`src/rtl/mc_chroma_sched.sv`:
```
// Chroma MC block sequencer: walks reference rows into the horizontal filter,
// shifts results into the 4-row vertical window and flags valid output rows.
module mc_chroma_sched #(
  parameter int ROW_W = 6,
  parameter int H_W   = 5
) (
  input  logic             clk,
  input  logic             rst_n,
  input  logic             start_i,
  input  logic [2:0]       frac_x_i,
  input  logic [2:0]       frac_y_i,
  input  logic [H_W-1:0]   blk_h_i,
  output logic             ref_req_o,
  output logic [ROW_W-1:0] ref_row_o,
  input  logic             ref_vld_i,
  output logic [2:0]       frac_x_o,
  output logic [2:0]       frac_y_o,
  output logic             win_shift_o,
  output logic             out_valid_o,
  output logic [H_W-1:0]   out_row_o,
  output logic             busy_o,
  output logic             done_o
);

  typedef enum logic [1:0] {IDLE, FETCH, DRAIN, DONE} state_t;

  typedef struct packed {
    logic [2:0]     frac_x;
    logic [2:0]     frac_y;
    logic [H_W-1:0] blk_h;
  } cfg_t;

  state_t          state, state_nxt;
  cfg_t            cfg_q;
  logic [H_W:0]    k_q;
  logic [ROW_W-1:0] ofs_q;
  logic [H_W:0]    n_rows, fill_m1;
  logic            legal, accept, fire, last;

  assign legal  = (blk_h_i == H_W'(2)) || (blk_h_i == H_W'(4)) ||
                  (blk_h_i == H_W'(8)) || (blk_h_i == H_W'(16));
  assign accept = (state == IDLE) && start_i && legal;
  assign fire   = (state == FETCH) && ref_vld_i;

  // Fractional vertical filtering needs one row above and two below the block.
  assign n_rows  = (cfg_q.frac_y != 3'd0) ? ({1'b0, cfg_q.blk_h} + (H_W+1)'(3))
                                          : {1'b0, cfg_q.blk_h};
  assign fill_m1 = (cfg_q.frac_y != 3'd0) ? (H_W+1)'(3) : '0;
  assign last    = (k_q == n_rows - (H_W+1)'(1));

  always_ff @(posedge clk or negedge rst_n) begin
    if (!rst_n) state <= IDLE;
    else        state <= state_nxt;
  end

  always_comb begin
    state_nxt   = state;
    ref_req_o   = 1'b0;
    win_shift_o = 1'b0;
    done_o      = 1'b0;
    busy_o      = (state != IDLE);
    case (state)
      IDLE:  if (accept) state_nxt = FETCH;
      FETCH: begin
        ref_req_o   = 1'b1;
        win_shift_o = ref_vld_i;
        if (ref_vld_i && last) state_nxt = DRAIN;
      end
      DRAIN: state_nxt = DONE;
      DONE: begin
        done_o    = 1'b1;
        state_nxt = IDLE;
      end
      default: state_nxt = IDLE;
    endcase
  end

  always_ff @(posedge clk or negedge rst_n) begin
    if (!rst_n) begin
      cfg_q       <= '0;
      k_q         <= '0;
      ofs_q       <= '0;
      out_valid_o <= 1'b0;
      out_row_o   <= '0;
    end else begin
      if (accept) begin
        cfg_q <= '{frac_x: frac_x_i, frac_y: frac_y_i, blk_h: blk_h_i};
        k_q   <= '0;
        ofs_q <= (frac_y_i != 3'd0) ? {ROW_W{1'b1}} : '0;
      end else if (fire) begin
        k_q   <= k_q + (H_W+1)'(1);
        ofs_q <= ofs_q + ROW_W'(1);
      end
      // Window holds a full vertical tap set once fill-1 rows have been shifted.
      out_valid_o <= fire && (k_q >= fill_m1);
      if (fire && (k_q >= fill_m1)) out_row_o <= H_W'(k_q - fill_m1);
    end
  end

  assign ref_row_o = ofs_q;
  assign frac_x_o  = cfg_q.frac_x;
  assign frac_y_o  = cfg_q.frac_y;

endmodule

```
`config.mk`:
```
export PLATFORM = sky130hd
export DESIGN_NAME = mc_chroma_sched
export DESIGN_NICKNAME = d
export VERILOG_FILES = /design/src/rtl/mc_chroma_sched.sv
export SDC_FILE = /design/constraint.sdc
export NUM_CORES = 1
export LEC_CHECK = 0
export CORE_ASPECT_RATIO = 0.5
export CORE_UTILIZATION = 35
export DETAILED_ROUTE_END_ITERATION = 7
export HOLD_SLACK_MARGIN = 0.02
export SYNTH_ARGS = -nofsm -noshare
export SYNTH_HDL_FRONTEND = slang
export SYNTH_SLANG_ARGS = --single-unit
```
`constraint.sdc`:
```
create_clock -name clk -period 6.5 [get_ports clk]
set_input_delay 1.3 -clock clk [delete_from_list [all_inputs] [get_ports clk]]
set_output_delay 1.3 -clock clk [all_outputs]
set_load 0.02 [all_outputs]
```
Word-level counts from Yosys, hierarchy flattened:

Cells that the tools add are included.

* word-level logic and storage cells: 51
* register bits after elaboration: 31
* input bits: 15
* output and inout port bits: 22

* reductions and logical operators: 14
* add/subtract/negate cells: 5
* order comparisons: 1
* muxes and demuxes: 13
* eq/ne operators: 10

Operator list (count)
* 6-bit 2-to-1 mux: 6
* 6-bit by 1-bit adder with 6-bit output, second input constant: 2
* 2-bit one-hot mux with 4 select lines: 1
* 5-bit by 2-bit adder with 6-bit output, second input constant: 1
* 6-bit equality test: 1
* 6-bit by 2-bit >= comparator with 1-bit output: 1
* 2-bit 2-to-1 mux: 3
* 3-bit nonzero test: 2
* 6-bit by 1-bit subtractor with 6-bit output, second input constant: 1
* 5-bit by 2-bit equality test with 1-bit output, second input constant: 1
* 5-bit by 3-bit equality test with 1-bit output, second input constant: 1
* 5-bit by 4-bit equality test with 1-bit output, second input constant: 1
* 5-bit equality test, second input constant: 1
* 1-bit logical AND: 5
* 5-bit by 2-bit subtractor with 5-bit output: 1
* 2-bit equality test, second input constant: 2
* 2-bit nonzero test: 2
* 1-bit logical OR: 3
* 1-bit 2-to-1 mux: 3
* 2-bit by 1-bit equality test with 1-bit output, second input constant: 1
* 2-bit logical NOT: 1
* 2-bit by 1-bit != test with 1-bit output, second input constant: 1
* 2-bit != test, second input constant: 1
* 2-bit AND reduction: 1

Logic depth before layout (Yosys ltp):

* depth after elaboration: 7
* mapped depth: 11

Worst setup path before layout:

No wires, ideal clock.

* path type: input to output
* from: input port ref_vld_i
* to: output port win_shift_o
* arrival: 1895 ps
* setup slack: 3305 ps
* cell stages on the path: 3
* path through: nand2_1 inv_1 clkbuf_1

* word-level cells in the longest chain between the ends: 1

Ends and longest elaborated chain
* from (decl): line 15 `input logic ref_vld_i,`
* 1-bit 2-to-1 mux: line 62 `case (state)`
* to (decl): line 18 `output logic win_shift_o,`

Every way passes these cells.

Worst setup path after layout:

Same ends and word-level chain as after synthesis.

==> metrics.txt <==
Initial Utilization 37.6%; Warnings, synthesis 0; layout cells sized above 1 around 7.5%; pre-CTS setup slack 2300 ps; Die ar. roughly 5800 sq um; Worst R2R End state[1]$_DFFE_PN0P_; Final nets 266; CTS root buf clkbuf_8; GRT overflow 0; All-Layer GR Usage 15.4%; routed wire length 4090 um; CTS max path bufs 2; status finished, final reports clean; Layout area overhead 23.7%; Max-slew headroom roughly 29%; Post-DP HPWL just over 3000 um; share of the synthesized area in the top cell type 40.5%; vias in the first global route 1,362; row cnt 18; Layout Cell Area excl Fill about 2400 sq um; final period utilization 64.7%; FF-to-FF setup slack 3790 ps; Worst-Margin Slew 1050 ps; DR vias 1,523; vias per std cell 4.93; Worst EP required 5200 ps; WP data arrival 2910 ps; largest net degree at the start of global routing 32; Ant. Diodes 0; clock latency at the later pin of the worst-skew pair 280 ps; I/O Buffers 36; die width 107 um; CP Class primary input to output pin; peak supply drop 0.189 mV; Fin Setup TNS 0 ps; final hold vios 0; Ports 37; Avg Inst Size Synth a little over 9 sq um; Worst setup endpoint win_shift_o; pwr/cell area 556 nW/um^2; fillers approximately 500; worst r2r src frac_y_o[2]$_DFFE_PN0P_; DR WL/cell 13.2 um; cts repair resizes 0; initial antenna violation count 0; worst hold margin between 400 and 500 ps; Max Cap Violations 0; top post-synthesis cells by area dfrtp_1, ha_1, nand2_1; Routed Antenna Nets 0; area post-placement 2280 sq um; Max Clk Rate about 0.24 GHz; synthesized area ~1900 sq um; Startpoint Class primary input; syn_nets 238; drt drc 0; Core Area about 5000 sq um; final slew viol count 0; CP Launch Point ref_vld_i; critical path capture point type output pin; CTS tree done; register area share after synthesis 40.5%; CTS Sinks 31; Clk pin slew, worst setup/hold paths roughly 70 ps; first-pass GRT wire length 6620 um; H-Tree Depth 2; Final Wtd Congestion 0.799; hold buffer count at CTS 0; drt pass-1 iters 4; Syn Inst Count 211; crit path time final 4210 ps; Final WS setup 2290 ps; post-CTS setup buffer count 0; reg2reg path depth 9; Seq cells post-synth 31; initial DRC count 35; Final setup viols 0; largest area contributor in the netlist dfrtp_1; Tightest Hold Check Type flip-flop to flip-flop; peak fanout along the critical path 11; die extent in y 54.3 um; CTS Buf Count 5; clk_skew 5.23 ps; RSZ-0062 raised after global routing false; Synth cell types 38; Leak 1.03 nW
synthesized netlist by cell type:
library cell  instances
nor2_1               16
nand3_1               3
o31a_1                1
nand2_1              35
a32o_1                1
clkbuf_4              1
o21ai_0               8
and2_1                1
clkbuf_1              8
o31ai_1               2
fa_1                  1
nor3_1                7
a211oi_2              1
o21ai_2               1
buf_4                 6
or3_1                 2
a21oi_1              10
mux2_2                2
xor2_1               10
a21o_1                1
nand4_1               5
dfrtp_1              31
or2_2                 2
a211oi_1              4
o211a_1               1
or3_4                 1
mux2_4                1
xnor2_1              10
nor4b_1               3
buf_6                 1
a41oi_1               1
o211ai_1              3
inv_1                12
mux2i_1               2
ha_1                 11
a31oi_2               1
a31oi_1               4
nor4_1                1
per-stage QoR:
step                utilization, %  cells  power, mW
floorplan                        -    211      0.958
global placement              44.8    302       1.15
detailed placement            44.8    302       1.17
CTS                           46.5    309       1.33
global route                  46.5    309       1.43
finish                        46.5    309       1.32
logic make-up (layout without fill, tap and decap cells):
group,count (synthesis),after routing,synth area share [%]
and+or+nand+nor,76,76,18.2
AOI/OAI and AO/OA,39,39,13.7
DFF,31,31,40.5
buffers and inverters,28,56,7.25
xor gates and xnor gates,20,20,9.15
adders and majority gates,12,12,8.24
muxes,5,5,3.01
per-layer routing:
metal	track usage, %	vias to the layer above	share of wire, %
met5	0	-	0
met4	4.11	0	0.83
met3	4.29	4	4.3
met2	24.6	31	45
met1	20.9	721	50
li1	-	767	-
worst max-delay path: stages:
cell,delay [ps]
clkdlybuf4s50_1,470
nand2_1,130
inv_1,320
clkdlybuf4s50_1,680
registers in the layout, indices dropped and copies added (netlist names):
signal       flops
ref_row_o        6
state            2
frac_x_o         3
k_q              6
out_row_o        5
cfg_q            5
frac_y_o         3
out_valid_o      1
layout by cell type (no fill, tap or decap), drive strengths merged, types with 2 or more instances in the layout:
master / count
clkdlybuf4s50: 36
nand2: 35
dfrtp: 31
nor2: 16
inv: 12
ha: 11
a21oi: 10
xnor2: 10
xor2: 10
o21ai: 9
nor3: 7
clkbuf: 6
nand4: 5
a211oi: 5
a31oi: 5
nor4b: 3
nand3: 3
o211ai: 3
or3: 3
mux2: 3
or2: 2
mux2i: 2
o31ai: 2
power breakdown:
part	internal [mW]	switching [mW]	leakage (nW)
Clock	0.0829	0.0696	0.0470
Combinational	0.368	0.407	0.598
Sequential	0.286	0.104	0.380
final cells by class:
class / instances / area (sq um) / share of cell area [%]
timing repair buffer: 37 / 368 / 15.5
clock inverter: 1 / 5.00 / 0.211
tap: 70 / 87.6 / 3.70
sequential: 31 / 776 / 32.8
clock buffer: 6 / 82.6 / 3.49
inverter: 12 / 45.0 / 1.90
multi-input combinational: 152 / 1000 / 42.4
worst min-delay path by stage:
stage	startpoint	to	slack [ps]	cells past startpoint
5_1_grt	frac_x_o[0]$_DFFE_PN0P_	frac_x_o[0]$_DFFE_PN0P_	500	2
3_5_place_dp	frac_x_o[0]$_DFFE_PN0P_	frac_x_o[0]$_DFFE_PN0P_	470	2
3_3_place_gp	frac_x_o[0]$_DFFE_PN0P_	frac_x_o[0]$_DFFE_PN0P_	460	2
2_1_floorplan	frac_x_o[0]$_DFFE_PN0P_	frac_x_o[0]$_DFFE_PN0P_	450	2
6_report	frac_x_o[0]$_DFFE_PN0P_	frac_x_o[0]$_DFFE_PN0P_	480	2
4_1_cts	frac_x_o[0]$_DFFE_PN0P_	frac_x_o[0]$_DFFE_PN0P_	480	2
No activity file was read; power rests on OpenSTA's default activity.
